<file path="src/rtl/key_event_scheduler.sv">
// key_event_scheduler: debounces N_KEYS raw key pins on a shared scan tick and
// delivers press/release changes round-robin on one valid/ready stream.
// Optional autorepeat is built when KEY_SCAN_AUTOREPEAT_EN is defined.
module key_event_scheduler #(
  parameter int N_KEYS       = 8,
  parameter int CLK_FREQ_KHZ = 100_000,
  parameter int SCAN_MS      = 1,
  parameter int STABLE_TICKS = 10,
  parameter int REPEAT_TICKS = 250
) (
  input  logic                      clk,
  input  logic                      rst,
  input  logic [N_KEYS-1:0]         keys_raw,
  output logic [N_KEYS-1:0]         keys_db,
  output logic                      evt_valid,
  input  logic                      evt_ready,
  output logic [$clog2(N_KEYS)-1:0] evt_key,
  output logic                      evt_press,
  output logic                      evt_repeat,
  output logic                      evt_overrun
);

  localparam int KW       = $clog2(N_KEYS);
  localparam int TICK_DIV = CLK_FREQ_KHZ * SCAN_MS;
  localparam int TW       = (TICK_DIV > 1) ? $clog2(TICK_DIV) : 1;
  localparam int CW       = $clog2(STABLE_TICKS + 1);

  typedef enum logic {IDLE, HOLD} state_t;

  function automatic logic [KW-1:0] next_idx(input logic [KW-1:0] k);
    return (k == KW'(N_KEYS - 1)) ? '0 : k + 1'b1;
  endfunction

  logic [N_KEYS-1:0] sync_p0, sync_p1;
  logic [TW-1:0]     tick_cnt;
  logic              tick;
  logic [CW-1:0]     cnt [N_KEYS];
  logic [N_KEYS-1:0] chg, rep_hit, set, clr;
  logic [N_KEYS-1:0] pend, ptype;
  logic [KW-1:0]     rr_ptr, sel;
  logic              found, load;
  state_t            state, state_nxt;

  // Stage p0/p1: two-flop synchroniser on the raw pins
  always_ff @(posedge clk) begin
    if (rst) begin
      sync_p0 <= '0;
      sync_p1 <= '0;
    end else begin
      sync_p0 <= keys_raw;
      sync_p1 <= sync_p0;
    end
  end

  assign tick = (tick_cnt == TW'(TICK_DIV - 1));

  always_ff @(posedge clk) begin
    if (rst || tick) tick_cnt <= '0;
    else             tick_cnt <= tick_cnt + 1'b1;
  end

  // A key is accepted on the tick that completes STABLE_TICKS differing samples
  always_comb begin
    chg = '0;
    for (int i = 0; i < N_KEYS; i++)
      chg[i] = tick && (sync_p1[i] != keys_db[i]) && (cnt[i] == CW'(STABLE_TICKS - 1));
  end

  always_ff @(posedge clk) begin
    if (rst) begin
      keys_db <= '0;
      for (int i = 0; i < N_KEYS; i++) cnt[i] <= '0;
    end else if (tick) begin
      for (int i = 0; i < N_KEYS; i++) begin
        if (sync_p1[i] == keys_db[i]) begin
          cnt[i] <= '0;
        end else if (chg[i]) begin
          keys_db[i] <= sync_p1[i];
          cnt[i]     <= '0;
        end else begin
          cnt[i] <= cnt[i] + 1'b1;
        end
      end
    end
  end

  assign set = chg | rep_hit;

  always_comb begin
    clr = '0;
    if (load) clr[sel] = 1'b1;
  end

  // Set wins over a same-cycle load; overwriting an undelivered event is an overrun
  always_ff @(posedge clk) begin
    if (rst) begin
      pend        <= '0;
      ptype       <= '0;
      evt_overrun <= 1'b0;
    end else begin
      pend <= (pend & ~clr) | set;
      for (int i = 0; i < N_KEYS; i++)
        if (set[i]) ptype[i] <= chg[i] ? sync_p1[i] : 1'b1;
      if (|(set & pend & ~clr)) evt_overrun <= 1'b1;
    end
  end

`ifdef KEY_SCAN_AUTOREPEAT_EN
  localparam int RW = $clog2(REPEAT_TICKS + 1);
  logic [RW-1:0]     rcnt [N_KEYS];
  logic [N_KEYS-1:0] prep;

  always_comb begin
    rep_hit = '0;
    for (int i = 0; i < N_KEYS; i++)
      rep_hit[i] = tick && keys_db[i] && !chg[i] && (rcnt[i] == RW'(REPEAT_TICKS - 1));
  end

  always_ff @(posedge clk) begin
    if (rst) begin
      for (int i = 0; i < N_KEYS; i++) rcnt[i] <= '0;
      prep       <= '0;
      evt_repeat <= 1'b0;
    end else begin
      if (tick)
        for (int i = 0; i < N_KEYS; i++)
          rcnt[i] <= (chg[i] || !keys_db[i] || rep_hit[i]) ? '0 : rcnt[i] + 1'b1;
      for (int i = 0; i < N_KEYS; i++)
        if (set[i]) prep[i] <= rep_hit[i];
      if (load) evt_repeat <= prep[sel];
    end
  end
`else
  // Repeat never fires in this build
  assign rep_hit    = {N_KEYS{REPEAT_TICKS < 0}};
  assign evt_repeat = 1'b0;
`endif

  // Round-robin pick: first pending key at or after rr_ptr, wrapping
  always_comb begin
    logic [KW:0]   j;
    logic [KW-1:0] idx;
    found = 1'b0;
    sel   = '0;
    for (int k = 0; k < N_KEYS; k++) begin
      j = {1'b0, rr_ptr} + (KW+1)'(k);
      if (j >= (KW+1)'(N_KEYS)) j = j - (KW+1)'(N_KEYS);
      idx = j[KW-1:0];
      if (!found && pend[idx]) begin
        found = 1'b1;
        sel   = idx;
      end
    end
  end

  always_ff @(posedge clk) begin
    if (rst) state <= IDLE;
    else     state <= state_nxt;
  end

  always_comb begin
    state_nxt = state;
    load      = 1'b0;
    case (state)
      IDLE: if (found) begin
        load      = 1'b1;
        state_nxt = HOLD;
      end
      HOLD: if (evt_ready) begin
        if (found) load = 1'b1;
        else       state_nxt = IDLE;
      end
      default: state_nxt = IDLE;
    endcase
  end

  assign evt_valid = (state == HOLD);

  always_ff @(posedge clk) begin
    if (rst) begin
      evt_key   <= '0;
      evt_press <= 1'b0;
      rr_ptr    <= '0;
    end else if (load) begin
      evt_key   <= sel;
      evt_press <= ptype[sel];
      rr_ptr    <= next_idx(sel);
    end
  end

endmodule
</file>
<file path="config.mk">
export PLATFORM = sky130hd
export DESIGN_NAME = key_event_scheduler
export DESIGN_NICKNAME = d
export VERILOG_FILES = /design/src/rtl/key_event_scheduler.sv
export SDC_FILE = /design/constraint.sdc
export NUM_CORES = 1
export LEC_CHECK = 0
export BUFFER_PORTS_ARGS = -buffer_cell sky130_fd_sc_hd__buf_4
export CORE_MARGIN = 5
export CORE_UTILIZATION = 45
export CTS_CLUSTER_DIAMETER = 100
export DETAILED_ROUTE_END_ITERATION = 16
export SLEW_MARGIN = 20
export SYNTH_ARGS = -nofsm -noshare
export SYNTH_HDL_FRONTEND = slang
export SYNTH_SLANG_ARGS = --single-unit
export TNS_END_PERCENT = 5
</file>
<file path="constraint.sdc">
create_clock -name clk -period 5.5 [get_ports clk]
set_input_delay 0.275 -clock clk [delete_from_list [all_inputs] [get_ports clk]]
set_output_delay 0.275 -clock clk [all_outputs]
set_load 0.02 [all_outputs]
</file>
# Word-level counts from Yosys, hierarchy flattened
# Memory sizes are Yosys's and may differ from the RTL's.
# Cells that the tools add are included.
# totals
register_bits	66
latchBits	0
ram_bits	32
rom_bits	0
output_inout_bits	15
word_cells	363
n_memories	1
# classes
add_sub_neg	25
mul	0
div	0
n_lt_le_gt_ge	18
n_eq_ne	26
shift	0
muxes	189
bitwise_logic	38
n_reduce_logical	41
# mem_list
name	words	word_bits	rd	rd_clocked_by_memory_dff	write_ports	line	source
cnt	8	4	8	0	8	37	logic [CW-1:0] cnt [N_KEYS];
# ops
operator	n
$mux 1	135
$mux 4	24
$mux 3	17
$lt 3x4->1 const B	9
$add 4x1->4 const B	8
$eq 4x4->1 const B	8
$ge 4x4->1 const B	7
$bmux 1 s3	9
$and 8x8->8	3
$logic_and 1x1->1	24
$or 1x1->1	24
$reduce_and 3->1	8
$sub 3x1->3 const B	8
$add 17x1->17 const B	1
$eq 17x17->1 const B	1
$add 3x3->4 const B	4
$not 1->1	9
$add 3x2->4 const B	2
$eq 1x1->1	8
$mux 8	1
$ne 1x1->1	8
$not 8->8	1
$or 8x8->8	1
$reduce_or 8->1	1
other kinds (9)	16

# Depth between registers and ports, before layout
# depth
ltp_word	34
mapped_depth	16
mapped_depth_nobuf	13

# Least setup slack after synthesis
# OpenSTA, ideal clock, no wires.
# synth_path
path_kind	flip-flop to flip-flop
from	register rr_ptr[1]
to	register evt_overrun
setup_ps	133
arrival_time_ps	3566
path_slack_ps	1802
path_stages_with_launch	17
synth_period_minus_slack_ps	3698
path_cell_list	dfxtp_1 clkbuf_1 inv_1 ha_1 buf_6 mux4_2 mux2_2 nor3_4 nor4b_4 a41o_1 a2bb2oi_2 buf_4 inv_2 o31ai_4 o21bai_1 a211oi_1 a31oi_1
# synth_between
elab_chain_len	34
# synth_rtl
element	line	source
from (decl)	40	logic [KW-1:0] rr_ptr, sel;
from (signal assigned)	187	rr_ptr <= next_idx(sel);
parallel branches: the longest is 30 deep, another holds $add 3x1->4	-	
$mux 8 (*)	91	if (load) clr[sel] = 1'b1;
$not 8->8 (*)	104	if (|(set & pend & ~clr)) evt_overrun <= 1'b1;
$and 8x8->8 (*)	104	
$reduce_or 8->1 (*)	104	
to (signal assigned)	99	evt_overrun <= 1'b0;
to (signal assigned)	104	
to (decl)	20	output logic evt_overrun
# Mark *: on every way between the ends. The select of a mux whose other input is x is not followed.
# A chain may end at the register's enable or synchronous reset.

# Worst setup path in the final report
# layout_path
from	register rr_ptr[0]
to	register evt_overrun
# Same word-level chain as after synthesis.

==> results.md <==
* Clock sink total at 90
* PwrDens at 240.3 nW/um2
* DRT Pass-1 Iters at 4
* Port bufs at 24
* Row count at 39
* Setup repair bufs after CTS at 0
* Pin slew with the least headroom to its limit at 999.6 ps
* CP arrival at 4700 ps
* P_leak at 2.080 nW
* CP required at 5700 ps
* Post-synth top area cell: dfxtp_1
* Asr flop ratio synth at 0%
* Largest net degree at the start of global routing at 46
* CTS max path bufs at 2
* Antenna violations before repair at 0
* Overall routed net length at 10940 um
* Cts repair resizes at 0
* Final worst-path cycle share at 81.81%
* I/O Pins at 26
* Fmax at 0.2223 GHz
* CP Max Fanout at 16
* H-tree depth at 3
* Final min period at 4499 ps
* RSZ-0062 raised after global routing: no
* Kind of critical path: reg -> reg
* Dpl cell area at 5425 um2
* Slew HR at 33.36%
* Routability congestion estimate at 0.8314
* Core footprint at 11370 um2
* CP Launch Type: register
* Clock Latency Late Sink at 330 ps
* Top_reg_cell synth: dfxtp_1
* GR Util All Layers at 16.18%
* Count of cell types in the netlist at 64
* Initial Util at 45.65%
* Final instance area at 5737 um2
* Die X at 117.4 um
* Area Overhead vs Synth at 10.54%
* Final Setup Violations at 0
* Setup Skew at 7.306 ps
* Synth warnings at 0
* EDFF count, synth at 32
* Status: complete, no violations
* Worst min path class: in -> reg
* Post-route ant nets at 0
* Fillers at 1055
* Max_cap viols at 0
* First-pass GRT wire length at 18620 um
* Post-synthesis cell count at 521
* Dpl hpwl at 7797 um
* Setup ws final at 1001 ps
* TritonCTS buffer count at 9
* Mean routed wirelength per cell at 16.08 um
* CTS Root Cell: clkbuf_16
* Total congestion overflow at 0
* Die area at 13780 um2
* ANT cells at 0
* Via count at 3748
* Dpl ws at 1035 ps
* Post-synthesis instance area at 5190 um2
* Hold buffer count at CTS at 0
* # DRC at 0
* Synth area leaders: dfxtp_1, edfxtp_1, mux4_2
* DR iter-0 viols at 248
* Max IR drop VDD at 0.0001959 V
* Via/cell ratio at 5.512
* Clk pin slew, worst setup/hold paths at 60 ps
* Synth top area share at 22.37%
* DP Cell Count at 664
* Synthesized area per cell at 9.962 um2
* CTS tree: built
* Vias in the first global route at 3706
* Fin cells at 680
* Die height at 117.4 um
* Layout net count at 563
* Crit end category: register
* Slew Viols, Final at 0
* Seq/Total Area, Yosys at 40.89%
* Setup TNS at 0 ps
* Share of cells above drive strength 1 at 15.08%
* Hold Vio Cnt, Final at 0
* Synthesized Nets at 552
* Flops & latches, synth at 90
placed cells by master, fill, tap and decap left out, types with 17 or more instances in the layout:
master / count
edfxtp_1: 32
ha_1: 20
nor2b_1: 20
nand2_1: 32
xor2_1: 25
mux2i_1: 21
dfxtp_1: 58
a21oi_1: 23
nor2_1: 69
nand3_1: 39
buf_4: 30
inv_1: 17
xnor2_1: 20
cell families (layout without fill, tap and decap cells):
family                     after synthesis  count (layout)  synth area share, %
other                                    1               1              0.07225
DFF                                     90              90                40.89
muxes                                   47              47                12.87
AOI/OAI and AO/OA                       66              66                9.258
xor gates and xnor gates                45              45                7.594
adders and majority gates               20              20                4.822
and+or+nand+nor                        204             204                19.82
buffers and inverters                   48              64                4.677
critical path: stages (launching register included):
cell,delay [ps]
dfxtp_1,310
buf_4,260
inv_1,190
ha_1,620
mux4_2,630
mux2_2,340
nor3_4,250
nor4b_4,340
a41o_1,160
a2bb2oi_2,440
inv_2,130
o31ai_4,280
o21bai_1,80
a211oi_1,230
a31oi_1,100
final cells by class:
| class | count | area, um2 | area share (%) |
|---|---|---|---|
| Clock inverter | 2 | 16.27 | 0.2835 |
| Multi-Input combinational cell | 383 | 2831 | 49.36 |
| Clock buffer | 14 | 295.3 | 5.147 |
| Timing Repair Buffer | 30 | 225.2 | 3.926 |
| Sequential cell | 90 | 2122 | 36.99 |
| Inverter | 18 | 67.56 | 1.178 |
| Tap cell | 143 | 178.9 | 3.119 |
state kept, by name, summed over array words and instances, names as in the netlist:
| name | cells |
|---|---|
| cnt | 32 |
| evt_key | 3 |
| evt_overrun | 1 |
| evt_press | 1 |
| evt_valid | 1 |
| keys_db | 8 |
| pend | 8 |
| rr_ptr | 3 |
| sync_p0 | 8 |
| sync_p1 | 8 |
| tick_cnt | 17 |
stage by stage:
step	total power [mW]	hold slack [ps]	utilization [%]
2_1_floorplan	0.7570	403.2	-
3_3_place_gp	0.7686	419.9	47.72
3_5_place_dp	0.7698	421.2	47.72
4_1_cts	1.395	142.8	50.46
5_1_grt	1.438	145.8	50.46
6_report	1.379	154.1	50.46
final timing paths:
kind                               start                        to  slack (ps)  cells after the start
hold reg to reg    sync_p0[6]$_SDFF_PP0_     sync_p1[6]$_SDFF_PP0_         430                      1
setup / recovery  rr_ptr[0]$_SDFFE_PP0P_  evt_overrun$_SDFFE_PP0P_        1000                     14
hold / removal               keys_raw[1]     sync_p0[1]$_SDFF_PP0_         150                      2
setup reg to reg  rr_ptr[0]$_SDFFE_PP0P_  evt_overrun$_SDFFE_PP0P_        1000                     14
Yosys cell counts, types with 3 or more instances:
library cell	count
dfxtp_1	58
o21ai_0	6
a31oi_1	3
mux2_2	6
nand3b_1	14
mux2i_1	21
nor2b_1	20
xnor2_1	20
buf_4	6
and3_1	6
a211oi_1	6
edfxtp_1	32
ha_1	20
nand2_1	32
buf_2	7
buf_6	4
nor3_1	4
clkbuf_1	12
nand3_1	39
inv_1	17
a21oi_1	23
mux2_1	4
xor2_1	25
mux4_2	14
nand2b_1	5
nor2_1	69
metal layers:
metal / GRT usage, % / part of all wire, % / vias to the layer above
li1: - / - / 1871
met1: 21.71 / 47 / 1798
met2: 26.49 / 48 / 63
met3: 2.502 / 2.7 / 16
met4: 5.729 / 1.8 / 0
met5: 0 / 0 / -
power by group:
part / switching [mW] / internal (mW)
Clock: 0.251 / 0.373
Combinational: 0.0219 / 0.0180
Sequential: 0.0113 / 0.703
Total: 0.284 / 1.09
Power figures use the tool's default switching activity.
